==> src/rtl/reflet_ram16_arbiter_pkg.sv <==
// Shared state encodings and port identifiers for the reflet_ram16 two-port arbiter.
package reflet_ram16_arb_pkg;

    typedef enum logic [1:0] {
        IDLE  = 2'd0,
        ISSUE = 2'd1,
        LATCH = 2'd2
    } arb_state_t;

    localparam logic PORT0 = 1'b0;
    localparam logic PORT1 = 1'b1;

endpackage

==> src/rtl/reflet_ram16_arbiter_if.sv <==
// Requester and RAM-side signal bundle for the reflet_ram16 arbiter.
interface reflet_ram16_arbiter_if #(
    parameter int unsigned addrSize = 9
);
    logic                req0;
    logic                req1;
    logic [addrSize-1:0] addr0;
    logic [addrSize-1:0] addr1;
    logic [15:0]         wdata0;
    logic [15:0]         wdata1;
    logic                wen0;
    logic                wen1;
    logic                ack0;
    logic                ack1;
    logic [15:0]         rdata0;
    logic [15:0]         rdata1;
    logic                ram_enable;
    logic [addrSize-1:0] ram_addr;
    logic [15:0]         ram_data_in;
    logic                ram_write_en;
    logic [15:0]         ram_data_out;

    modport slave (
        input  req0, req1, addr0, addr1, wdata0, wdata1, wen0, wen1, ram_data_out,
        output ack0, ack1, rdata0, rdata1, ram_enable, ram_addr, ram_data_in, ram_write_en
    );

    modport master (
        output req0, req1, addr0, addr1, wdata0, wdata1, wen0, wen1,
        input  ack0, ack1, rdata0, rdata1
    );

    modport mem (
        input  ram_enable, ram_addr, ram_data_in, ram_write_en,
        output ram_data_out
    );

endinterface

==> src/rtl/reflet_ram16_arbiter_pick2.sv <==
// Two-way winner select; with REFLET_RAM16_ARB_ROUND_ROBIN_EN it also owns the priority pointer.
module reflet_arb_pick2
    import reflet_ram16_arb_pkg::*;
(
`ifdef REFLET_RAM16_ARB_ROUND_ROBIN_EN
    input  logic       clk,
    input  logic       reset,
    input  logic       take,
`endif
    input  logic [1:0] cand,
    output logic       valid,
    output logic       winner
);

    assign valid = |cand;

`ifdef REFLET_RAM16_ARB_ROUND_ROBIN_EN
    logic ptr;

    always_comb begin
        winner = PORT0;
        if (&cand)
            winner = ptr;
        else if (cand[1])
            winner = PORT1;
    end

    // Pointer moves only when a conflict is actually resolved.
    always_ff @(posedge clk or negedge reset) begin
        if (!reset)
            ptr <= PORT0;
        else if (take && (&cand))
            ptr <= ~ptr;
    end
`else
    always_comb begin
        winner = cand[0] ? PORT0 : PORT1;
    end
`endif

endmodule

==> src/rtl/reflet_ram16_arbiter.sv <==
// Shares one reflet_ram16 between fetch (port 0) and data (port 1) through an IDLE/ISSUE/LATCH sequencer.
// Build option: REFLET_RAM16_ARB_ROUND_ROBIN_EN selects round-robin instead of fixed port-0 priority.
module reflet_ram16_arbiter
    import reflet_ram16_arb_pkg::*;
#(
    parameter int unsigned addrSize = 9
) (
    input  logic                 clk,
    input  logic                 reset,
    reflet_ram16_arbiter_if.slave bus
);

    arb_state_t          state;
    logic [1:0]          cand;
    logic                grant_valid;
    logic                grant_id;
    logic                lat_id;
    logic                lat_wen;
    logic                ack0_q;
    logic                ack1_q;
    logic [15:0]         rdata0_q;
    logic [15:0]         rdata1_q;
    logic                ram_en_q;
    logic                ram_we_q;
    logic [addrSize-1:0] ram_addr_q;
    logic [15:0]         ram_din_q;
    logic [addrSize-1:0] pick_addr;
    logic [15:0]         pick_wdata;
    logic                pick_wen;

    // A port whose ack is high this cycle is still holding its old request.
    assign cand = {bus.req1 & ~ack1_q, bus.req0 & ~ack0_q};

    reflet_arb_pick2 u_pick (
`ifdef REFLET_RAM16_ARB_ROUND_ROBIN_EN
        .clk    (clk),
        .reset  (reset),
        .take   (state == IDLE),
`endif
        .cand   (cand),
        .valid  (grant_valid),
        .winner (grant_id)
    );

    always_comb begin
        pick_addr  = bus.addr0;
        pick_wdata = bus.wdata0;
        pick_wen   = bus.wen0;
        if (grant_id == PORT1) begin
            pick_addr  = bus.addr1;
            pick_wdata = bus.wdata1;
            pick_wen   = bus.wen1;
        end
    end

    always_ff @(posedge clk or negedge reset) begin
        if (!reset) begin
            state      <= IDLE;
            lat_id     <= PORT0;
            lat_wen    <= 1'b0;
            ack0_q     <= 1'b0;
            ack1_q     <= 1'b0;
            rdata0_q   <= '0;
            rdata1_q   <= '0;
            ram_en_q   <= 1'b0;
            ram_we_q   <= 1'b0;
            ram_addr_q <= '0;
            ram_din_q  <= '0;
        end else begin
            ack0_q <= 1'b0;
            ack1_q <= 1'b0;
            case (state)
                IDLE: begin
                    if (grant_valid) begin
                        lat_id     <= grant_id;
                        lat_wen    <= pick_wen;
                        ram_en_q   <= 1'b1;
                        ram_we_q   <= pick_wen;
                        ram_addr_q <= pick_addr;
                        ram_din_q  <= pick_wdata;
                        state      <= ISSUE;
                    end
                end
                ISSUE: begin
                    ram_en_q   <= 1'b0;
                    ram_we_q   <= 1'b0;
                    ram_addr_q <= '0;
                    ram_din_q  <= '0;
                    state      <= LATCH;
                end
                LATCH: begin
                    if (lat_id == PORT1) begin
                        ack1_q <= 1'b1;
                        if (!lat_wen)
                            rdata1_q <= bus.ram_data_out;
                    end else begin
                        ack0_q <= 1'b1;
                        if (!lat_wen)
                            rdata0_q <= bus.ram_data_out;
                    end
                    state <= IDLE;
                end
                default: state <= IDLE;
            endcase
        end
    end

    assign bus.ack0         = ack0_q;
    assign bus.ack1         = ack1_q;
    assign bus.rdata0       = rdata0_q;
    assign bus.rdata1       = rdata1_q;
    assign bus.ram_enable   = ram_en_q;
    assign bus.ram_write_en = ram_we_q;
    assign bus.ram_addr     = ram_addr_q;
    assign bus.ram_data_in  = ram_din_q;

endmodule

==> src/flat_wrapper.sv <==
// flat-port wrapper written by rule: the top's interface ports become plain ports
module reflet_ram16_arbiter_flat import reflet_ram16_arb_pkg::*;
#(
    parameter int unsigned addrSize = 9
)
  (clk, reset, bus_req0, bus_req1, bus_addr0, bus_addr1, bus_wdata0, bus_wdata1, bus_wen0, bus_wen1, bus_ram_data_out, bus_ack0, bus_ack1, bus_rdata0, bus_rdata1, bus_ram_enable, bus_ram_addr, bus_ram_data_in, bus_ram_write_en);
  reflet_ram16_arbiter_if #(.addrSize(addrSize)) bus_i ();
  input  logic clk;
  input  logic reset;
  input wire logic [$bits(bus_i.req0)-1:0] bus_req0;
  input wire logic [$bits(bus_i.req1)-1:0] bus_req1;
  input wire logic [$bits(bus_i.addr0)-1:0] bus_addr0;
  input wire logic [$bits(bus_i.addr1)-1:0] bus_addr1;
  input wire logic [$bits(bus_i.wdata0)-1:0] bus_wdata0;
  input wire logic [$bits(bus_i.wdata1)-1:0] bus_wdata1;
  input wire logic [$bits(bus_i.wen0)-1:0] bus_wen0;
  input wire logic [$bits(bus_i.wen1)-1:0] bus_wen1;
  input wire logic [$bits(bus_i.ram_data_out)-1:0] bus_ram_data_out;
  output wire logic [$bits(bus_i.ack0)-1:0] bus_ack0;
  output wire logic [$bits(bus_i.ack1)-1:0] bus_ack1;
  output wire logic [$bits(bus_i.rdata0)-1:0] bus_rdata0;
  output wire logic [$bits(bus_i.rdata1)-1:0] bus_rdata1;
  output wire logic [$bits(bus_i.ram_enable)-1:0] bus_ram_enable;
  output wire logic [$bits(bus_i.ram_addr)-1:0] bus_ram_addr;
  output wire logic [$bits(bus_i.ram_data_in)-1:0] bus_ram_data_in;
  output wire logic [$bits(bus_i.ram_write_en)-1:0] bus_ram_write_en;
  assign bus_i.req0 = bus_req0;
  assign bus_i.req1 = bus_req1;
  assign bus_i.addr0 = bus_addr0;
  assign bus_i.addr1 = bus_addr1;
  assign bus_i.wdata0 = bus_wdata0;
  assign bus_i.wdata1 = bus_wdata1;
  assign bus_i.wen0 = bus_wen0;
  assign bus_i.wen1 = bus_wen1;
  assign bus_i.ram_data_out = bus_ram_data_out;
  assign bus_ack0 = bus_i.ack0;
  assign bus_ack1 = bus_i.ack1;
  assign bus_rdata0 = bus_i.rdata0;
  assign bus_rdata1 = bus_i.rdata1;
  assign bus_ram_enable = bus_i.ram_enable;
  assign bus_ram_addr = bus_i.ram_addr;
  assign bus_ram_data_in = bus_i.ram_data_in;
  assign bus_ram_write_en = bus_i.ram_write_en;
  reflet_ram16_arbiter #(.addrSize(addrSize)) u_core (.clk(clk), .reset(reset), .bus(bus_i));
endmodule
==> config.mk <==
export PLATFORM = sky130hd
export DESIGN_NAME = reflet_ram16_arbiter_flat
export DESIGN_NICKNAME = d
export VERILOG_FILES = /design/src/rtl/reflet_ram16_arbiter_pkg.sv /design/src/rtl/reflet_ram16_arbiter_if.sv /design/src/rtl/reflet_ram16_arbiter_pick2.sv /design/src/rtl/reflet_ram16_arbiter.sv /design/src/flat_wrapper.sv
export SDC_FILE = /design/constraint.sdc
export NUM_CORES = 1
export LEC_CHECK = 0
export ABC_AREA = 1
export BUFFER_PORTS_ARGS = -buffer_cell sky130_fd_sc_hd__buf_4
export CELL_PAD_IN_SITES_DETAIL_PLACEMENT = 1
export CELL_PAD_IN_SITES_GLOBAL_PLACEMENT = 1
export CORE_AREA = 2 2 98 110
export CTS_BUF_LIST = sky130_fd_sc_hd__clkbuf_8 sky130_fd_sc_hd__clkbuf_16
export CTS_CLUSTER_SIZE = 10
export DETAILED_ROUTE_END_ITERATION = 8
export DIE_AREA = 0 0 100 112
export HOLD_SLACK_MARGIN = 0.02
export PLACE_DENSITY_LB_ADDON = 0.1
export SYNTH_ARGS = -nofsm -noshare
export SYNTH_HDL_FRONTEND = slang
export SYNTH_HIERARCHICAL = 1
export SYNTH_SLANG_ARGS = --single-unit
==> constraint.sdc <==
create_clock -name clk -period 1.05 [get_ports clk]
set_input_delay 0.105 -clock clk [delete_from_list [all_inputs] [get_ports clk]]
set_output_delay 0.105 -clock clk [all_outputs]
set_load 0.05 [all_outputs]
## Yosys cells after proc, flatten, opt, wreduce, memory -nomap -nowiden

Cells that the tools add are included.

- Eq/ne operators: 3
- Multiplexer cells: 18
- Bitwise logic cells: 6
- Reduce and logical (&&, ||, !) cells: 7

Operators with widths:

| cell | number |
|---|---|
| 16-bit two-way mux | 2 |
| 16-bit case mux with 2 select lines | 1 |
| 9-bit two-way mux | 2 |
| 9-bit case mux with 2 select lines | 1 |
| 1-bit two-way mux | 8 |
| 3-bit AND reduction | 2 |
| 1-bit NOT | 4 |
| 1-bit case mux with 2 select lines | 2 |
| 2-bit case mux with 2 select lines | 1 |
| 2-bit AND reduction | 2 |
| 1-bit bitwise AND | 2 |
| 2-bit by 1-bit == test with 1-bit output, second input constant | 1 |
| 2-bit == test, second input constant | 1 |
| 2-bit logical NOT | 1 |
| 2-bit two-way mux | 1 |
| 2-bit by 1-bit inequality test with 1-bit output, second input constant | 1 |
| 2-bit nonzero test | 1 |
| 2-bit OR reduction | 1 |

- Bits in registers: 65
- Input port bits: 72
- Output and inout bits: 61
- Logic and storage cells: 45

## Longest topological paths before layout

Gate-level depths: netlist of the first run.

- Depth after elaboration: 5
- Gate-level depth with buffers: 10
- Mapped depth without buffers: 8

## By module

Netlist of the first run, hierarchy kept.

Modules (own cells, without submodules):

| module | times used | cells an instance | area each (sq um) | sequential area each (sq um) |
|---|---|---|---|---|
| reflet_ram16_arbiter | 1 | 345 | 2950.3 | 1626.6 |
| reflet_arb_pick2 | 1 | 3 | 13.8 | 0.0 |

## Worst setup path after synthesis of the first run

No wires, ideal clock.

- Path type: register to register
- Start point: register u_core.ack0_q (netlist: u_core/bus.ack0)
- End point: register u_core.ram_din_q[10] (netlist: u_core/bus.ram_data_in[10])
- Library setup time: 118 ps
- Arrival: 1369 ps
- Required time: 932 ps
- Setup slack: -437 ps
- Cell stages (with the launch flop): 10
- Path buffers: 2
- Clock period less this slack: 1487 ps
- Path through: dfrtp_1 > nor2_1 > inv_2 > buf_2 > inv_2 > buf_4 > nand2_1 > nand2_1 > nand2_1 > nand2_1

- Cells in the longest elaborated chain, start to end: 5
- Elaborated cells on any way between the ends: 8
- Classes of those cells: eq/ne (1); mux (3); bitwise (2); reduce/logical (2)

RTL lines:

| item | RTL line | text |
|---|---|---|
| start, declared | reflet_ram16_arbiter.sv:19 | `logic ack0_q;` |
| start signal, assigned | reflet_ram16_arbiter.sv:61 | `ack0_q <= 1'b0;` |
| start signal, assigned | reflet_ram16_arbiter.sv:70 | `ack0_q <= 1'b0;` |
| start signal, assigned | reflet_ram16_arbiter.sv:97 | `ack0_q <= 1'b1;` |
| 1-bit NOT * | reflet_ram16_arbiter.sv:32 | `assign cand = {bus.req1 & ~ack1_q, bus.req0 & ~ack0_q};` |
| 1-bit bitwise AND * | reflet_ram16_arbiter.sv:32 |  |
| net u_core.cand[0] | reflet_ram16_arbiter.sv:14 | `logic [1:0] cand;` |
| 16-bit two-way mux or 2-bit OR reduction (tied branches) | reflet_ram16_arbiter.sv:49, reflet_ram16_arbiter_pick2.sv:15 |  |
| 16-bit two-way mux or 2-bit by 1-bit inequality test with 1-bit output (tied branches) | - |  |
| 16-bit case mux with 2 select lines or 2-bit AND reduction (tied branches) | - |  |
| end signal, assigned | reflet_ram16_arbiter.sv:80 | `ram_din_q <= pick_wdata;` |
| end, declared | reflet_ram16_arbiter.sv:26 | `logic [15:0] ram_din_q;` |

The timed path passes the listed nets; every way through them passes the cells marked *. The select of a mux whose other input is x is not followed.
A chain may end at the register's enable or synchronous reset.

## Worst setup path after layout of the first run

- Start point: register u_core.ack0_q (netlist: u_core/bus.ack0)
- End point: register u_core.ram_din_q[8] (netlist: u_core/bus.ram_data_in[8])

- Cells in the longest elaborated chain, start to end: 5
- Elaborated cells on any way between the ends: 8
- Classes of those cells: eq/ne (1); mux (3); bitwise (2); reduce/logical (2)

RTL lines:

| item | RTL line | text |
|---|---|---|
| 1-bit NOT | reflet_ram16_arbiter.sv:32 |  |
| 1-bit bitwise AND | reflet_ram16_arbiter.sv:32 |  |
| net u_core.cand[0] | reflet_ram16_arbiter.sv:14 |  |
| 2-bit OR reduction | reflet_ram16_arbiter_pick2.sv:15 | `assign valid = \|cand;` |
| net u_core.grant_valid | reflet_ram16_arbiter.sv:15 | `logic grant_valid;` |
| 2-bit by 1-bit inequality test with 1-bit output (no line) | - |  |
| 2-bit AND reduction (no line) | - |  |

The timed path passes the listed nets, and every way through them passes these cells. The select of a mux whose other input is x is not followed.

==> out/summary.txt, run 1 <==
Post-synthesis sequential area ratio - 0.549
Initial Util - 0.292
# fillers - 1181
Type of the worst min-delay path - input port to flop
Die ar. - 0.0112 mm^2
First-pass GRT wire length - 13300 um
Drt first pass iters - 4
CTS H-tree depth - 3
Post-synth cell types - 15
Type of element launching the critical path - flop
Via density per instance - 4.37
Grt ovf - 0
Core Util, Final - 0.505
Root Buffer Master - clkbuf_16
Leak - 2.78 nW
Final setup margin - -0.196 ns
Layout area overhead - 73.1%
Synth top area cells - dfrtp_1 (55%), nand2_1 (24%), o21ai_2 (9.5%)
Clk_lat worst skew - 0.32 ns
HPWL after DPL - 5900 um
Arrival time worst endpoint - 1.50 ns
FF/Latch Area - 0.00163 mm^2
Number of diodes - 0
Largest family of logic cells by synthesized area - simple AND/OR/NAND/NOR gates
Yosys reg bits - 65
Syn Inst Count - 348
Routed via count - 2780
Mux cell area share after synthesis - 0
Simple-gate area share of the yosys netlist - 0.271
Initial DRC Count - 49
Status - finished, violations left
GRT Total Usage - 0.150
EDFF count, synth - 0
Worst reg-to-reg setup slack - -0.20 ns
Core area - 0.0101 mm^2
Peak supply drop - 0.00114 V
CTS tree - yes
Failing checks - negative setup slack
DRC - 0
Layout cells sized above 1 - 0.509
Skew final - 0.00552 ns
Max Fclk - 802 MHz
Total design power - 0.0185 W
PortBufs - 132
Compound-cell area share of the yosys netlist - 0.102
CP Class - flop to flop
Multi-input gate area in the final layout - 0.00136 mm^2
Setup WS pre-CTS - -0.171 ns
Predominant post-synthesis flop cell - dfrtp_1
Min Tclk post-route - 1.25 ns
Synth Cell Area - 0.00296 mm^2
Post-synth ARST share - 1.00
DRT Wirelength - 9020 um
Worst Tran Pin Value - 0.353 ns
Die height - 112 um
Number of CTS-inserted buffers - 9
# nets final - 580
Post-Synth XOR/XNOR Area - 0
CP max FO - 14
Top-count cell post-synth - nand2_1
Final Hold Viols - 0
Post-Syn Nets - 420
Post-DR wirelength/cell - 14.2 um
Ports - 133
Yosys top cell by area - dfrtp_1
Fin crit share - 1.19
Final ANT Viol Nets - 0
CTS clk-pin slew, worst paths - 0.05 ns
Critical Path RT - 1.30 ns
Adder-cell share of the synthesized area - 0
Initial antenna violation count - 0
Placement Cell Area - 0.00429 mm^2
Clk buf depth - 2
Number of global-route vias before repair - 2857
Worst rel slew slack - 0.765
CP Capture Type - flop
Synth top area share - 0.549
Commonest cells post-synth - nand2_1 (190), dfrtp_1 (65), o21ai_2 (32)
Yosys warns - 6
Final GP Congestion - 0.715
Max Slew Vio Count - 0
RSZ-0062 raised after global routing - true
Post-layout instance area - 0.00513 mm^2
Floorplan row count - 39
P per Cell Area - 3610 mW/mm^2
Final setup viols - 62
Clock sinks - 65
Syn_area_per_cell - 8.52 um^2
Largest net degree at the start of global routing - 66
Number of max-cap violations - 0
Die width - 100 um
logic make-up (layout without fill, tap and decap cells):
family          after synthesis  after routing
simple gates                207            207
flops                        65             65
buf+inv                      42            207
compound gates               34             34
area by class of cell:
| type | instances | area share |
|---|---|---|
| Sequential cell | 65 | 0.318 |
| Multi-Input combinational cell | 241 | 0.265 |
| Clock inverter | 5 | 0.0107 |
| Inverter | 27 | 0.0217 |
| Timing Repair Buffer | 164 | 0.306 |
| Clock buffer | 11 | 0.0493 |
| Tap cell | 123 | 0.0300 |
power by group:
part	switching, W	internal (W)	total, W
clock	0.00104	0.00196	0.00300
sequential	0.00107	0.00363	0.00470
combinational	0.00656	0.00426	0.0108
state kept, by name, indices dropped and copies added, names as in the netlist, 2 cells and up:
register	cells
u_core/bus.rdata1	16
u_core/state	2
u_core/bus.rdata0	16
u_core/bus.ram_data_in	16
u_core/bus.ram_addr	9
worst paths after layout:
path / from / end / cells past startpoint
max: u_core/bus.ack0 / u_core/bus.ram_data_in[8] / 8
max in group asynchronous: reset / u_core/state[0] / 3
min in group asynchronous: reset / u_core/bus.rdata0[5] / 3
min reg2reg: u_core/state[1] / u_core/state[1] / 1
min: bus_ram_data_out[13] / u_core/bus.rdata1[13] / 3
max reg2reg: u_core/bus.ack0 / u_core/bus.ram_data_in[8] / 8
cells in the final DEF (no fill, tap or decap):
| master | Yosys | routed |
|---|---|---|
| buf_8 | 0 | 3 |
| nand3_1 | 4 | 4 |
| clkinvlp_4 | 0 | 1 |
| o21ai_1 | 1 | 1 |
| nand2_4 | 0 | 31 |
| clkinv_2 | 0 | 1 |
| o21ai_4 | 1 | 1 |
| inv_8 | 0 | 1 |
| nor2_4 | 1 | 3 |
| nor2_1 | 7 | 4 |
| dlygate4sd3_1 | 0 | 1 |
| bufinv_16 | 0 | 1 |
| clkbuf_8 | 0 | 2 |
| o21ai_2 | 32 | 32 |
| nand2_2 | 4 | 6 |
| buf_12 | 0 | 8 |
| inv_2 | 4 | 3 |
| buf_6 | 8 | 33 |
| clkinv_4 | 0 | 1 |
| dfrtp_1 | 65 | 62 |
| nor2_2 | 1 | 2 |
| clkbuf_16 | 0 | 14 |
| inv_4 | 0 | 1 |
| inv_1 | 23 | 23 |
| buf_4 | 3 | 114 |
| dfrtp_2 | 0 | 3 |
| nand2_1 | 190 | 157 |
routing by layer:
layer,up-vias,wire (um),track usage
met5,-,0,0
met4,0,82,0.0493
met3,6,485,0.0389
met2,81,4850,0.252
met1,1321,3600,0.187
li1,1372,-,-
stage by stage:
step                      cells  TNS (ns)  hold slack [ns]
after CTS                   625     -7.77           0.0559
after global placement      608     -6.05            0.139
after floorplan             348     -6.04           -0.191
after global routing        636    -12.18           0.0665
after detailed placement    608     -6.88            0.136
final                       636     -8.32           0.0642
critical path, stage by stage, from the launching register on:
cell and delay [ns]:
dfrtp_2 0.42, nor2_4 0.10, inv_4 0.07, nand2_4 0.08
inv_2 0.05, nor2_4 0.15, buf_12 0.16, nand3_1 0.08
nand2_1 0.07
what timing repair did:
item	CTS	global route
cloned	0	7
setup endpoints to repair	62	65
buffers inserted	0	5
pin swaps	0	2
hold buffers	1	0
hold endpoints to repair	65	0
resized for setup	6	77
(Power assumes the default switching activity.)
==> run 2, diff against run 1 <==
--- a/constraint.sdc
+++ b/constraint.sdc
@@ -3,2 +3,2 @@
 set_output_delay 0.105 -clock clk [all_outputs]
-set_load 0.05 [all_outputs]
+set_load 0.02 [all_outputs]
==> out/summary.txt, run 2 (same netlist as run 1, synthesis figures left out) <==
Clk buf depth - 2
Max Fclk - 821 MHz
CP max FO - 15
Layout area overhead - 69.0%
Final ANT Viol Nets - 0
CP Class - flop to flop
Max Slew Vio Count - 0
Routed via count - 2797
Drt first pass iters - 4
Type of the worst min-delay path - input port to flop
# nets final - 581
Final GP Congestion - 0.748
Largest net degree at the start of global routing - 33
Die height - 112 um
RSZ-0062 raised after global routing - true
Peak supply drop - 0.000931 V
CTS tree - yes
Skew final - 0.00410 ns
Arrival time worst endpoint - 1.48 ns
Initial DRC Count - 44
# fillers - 1200
Number of CTS-inserted buffers - 9
Critical Path RT - 1.31 ns
Via density per instance - 4.39
Root Buffer Master - clkbuf_16
First-pass GRT wire length - 14400 um
Post-layout instance area - 0.00501 mm^2
Final setup viols - 63
Ports - 133
Worst rel slew slack - 0.757
Initial Util - 0.292
Floorplan row count - 39
Clock sinks - 65
Core Util, Final - 0.493
CTS H-tree depth - 3
Worst Tran Pin Value - 0.364 ns
HPWL after DPL - 6100 um
Leak - 2.75 nW
Final Hold Viols - 0
Fin crit share - 1.16
Failing checks - negative setup slack
DRT Wirelength - 9610 um
Grt ovf - 0
CTS clk-pin slew, worst paths - 0.05 ns
Final setup margin - -0.167 ns
Clk_lat worst skew - 0.33 ns
Most common cell after layout, fill and taps aside - nand2_1
Number of global-route vias before repair - 2969
Number of diodes - 0
Layout cells sized above 1 - 0.514
GRT Total Usage - 0.165
Min Tclk post-route - 1.22 ns
Type of element launching the critical path - flop
Die ar. - 0.0112 mm^2
Die width - 100 um
Initial antenna violation count - 0
Post-DR wirelength/cell - 15.1 um
Commonest non-fill, non-tap cells in the layout - nand2_1 (156), buf_4 (144), dfrtp_1 (63), nand2_4 (35), o21ai_2 (32)
Placement Cell Area - 0.00423 mm^2
Number of max-cap violations - 0
DRC - 0
Core area - 0.0101 mm^2
P per Cell Area - 3060 mW/mm^2
Status - finished, violations left
PortBufs - 132
CP Capture Type - flop
## run 2: cell count changes in the layout (fill, tap and decap cells not counted), sizes merged
cell      previous run  this run
clkinvlp             1         0
buf                158       159
clkinv               2         3
clkbuf              16        14
inv                 28        31
bufinv               1         0
## run 2: repair_timing
item / 4_1_cts / 5_1_grt
hold buffers: 1 / 0
cloned: 4 / 4
endpoints found under the setup margin: 63 / 64
buffers inserted: 5 / 2
hold endpoints to repair: 39 / 0
pin swaps: 1 / 4
gates resized for setup: 14 / 65
## run 2: power by group
group	leakage (nW)	internal, W	switching [W]	total [W]
clock network	0.148	0.00169	0.00104	0.00273
registers	0.815	0.00363	0.00101	0.00464
logic	1.78	0.00367	0.00431	0.00797
## run 2: path summary, 6_finish.rpt
check | startpoint | to | slack [ns] | cells after the start
setup / recovery | u_core/bus.ack0 | u_core/bus.ram_data_in[4] | -0.17 | 8
hold / removal | bus_ram_data_out[4] | u_core/bus.rdata0[4] | 0.06 | 3
setup reg to reg | u_core/bus.ack0 | u_core/bus.ram_data_in[4] | -0.17 | 8
hold reg to reg | u_core/state[1] | u_core/state[1] | 0.48 | 1
max in group asynchronous | reset | u_core/bus.rdata0[1] | 0.34 | 3
min in group asynchronous | reset | u_core/bus.rdata1[2] | 0.24 | 2
## run 2: worst max-delay path, stage by stage (launching register included)
cell and delay (ns):
dfrtp_2 0.40, nor2_2 0.09, inv_2 0.09, nand2_4 0.09, inv_2 0.05, nor2_4 0.14
buf_12 0.16, nand3_1 0.07, nand2_1 0.06
## run 2: cell type report
cell class                      count  area [um^2]  area share
Clock buffer                       11          253      0.0505
Clock inverter                      5         22.5     0.00450
Inverter                           27          118      0.0235
Multi-Input combinational cell    241         1390       0.278
Sequential cell                    65         1630       0.325
Tap cell                          123          154      0.0307
Timing Repair Buffer              163         1420       0.284
Timing Repair inverter              2         20.0     0.00400
## run 2: through the flow
step	total power [W]	hold WS (ns)	std cells	worst slack, ns	TNS [ns]
CTS	0.0144	0.0493	633	-0.170	-7.25
global placement	0.0110	0.0391	607	-0.118	-4.77
floorplan	0.00824	-0.191	348	-0.122	-2.91
detailed placement	0.0111	0.0438	607	-0.167	-6.26
finish	0.0153	0.0609	637	-0.167	-7.76
global route	0.0164	0.0689	637	-0.248	-12.13
## run 2: routing by layer
layer  part of all wire  vias up  global-route usage
met2               0.53       89               0.285
met5                  0        -                   0
li1                   -     1390                   -
met1               0.40     1307               0.199
met3              0.052       11              0.0352
met4              0.015        0              0.0639
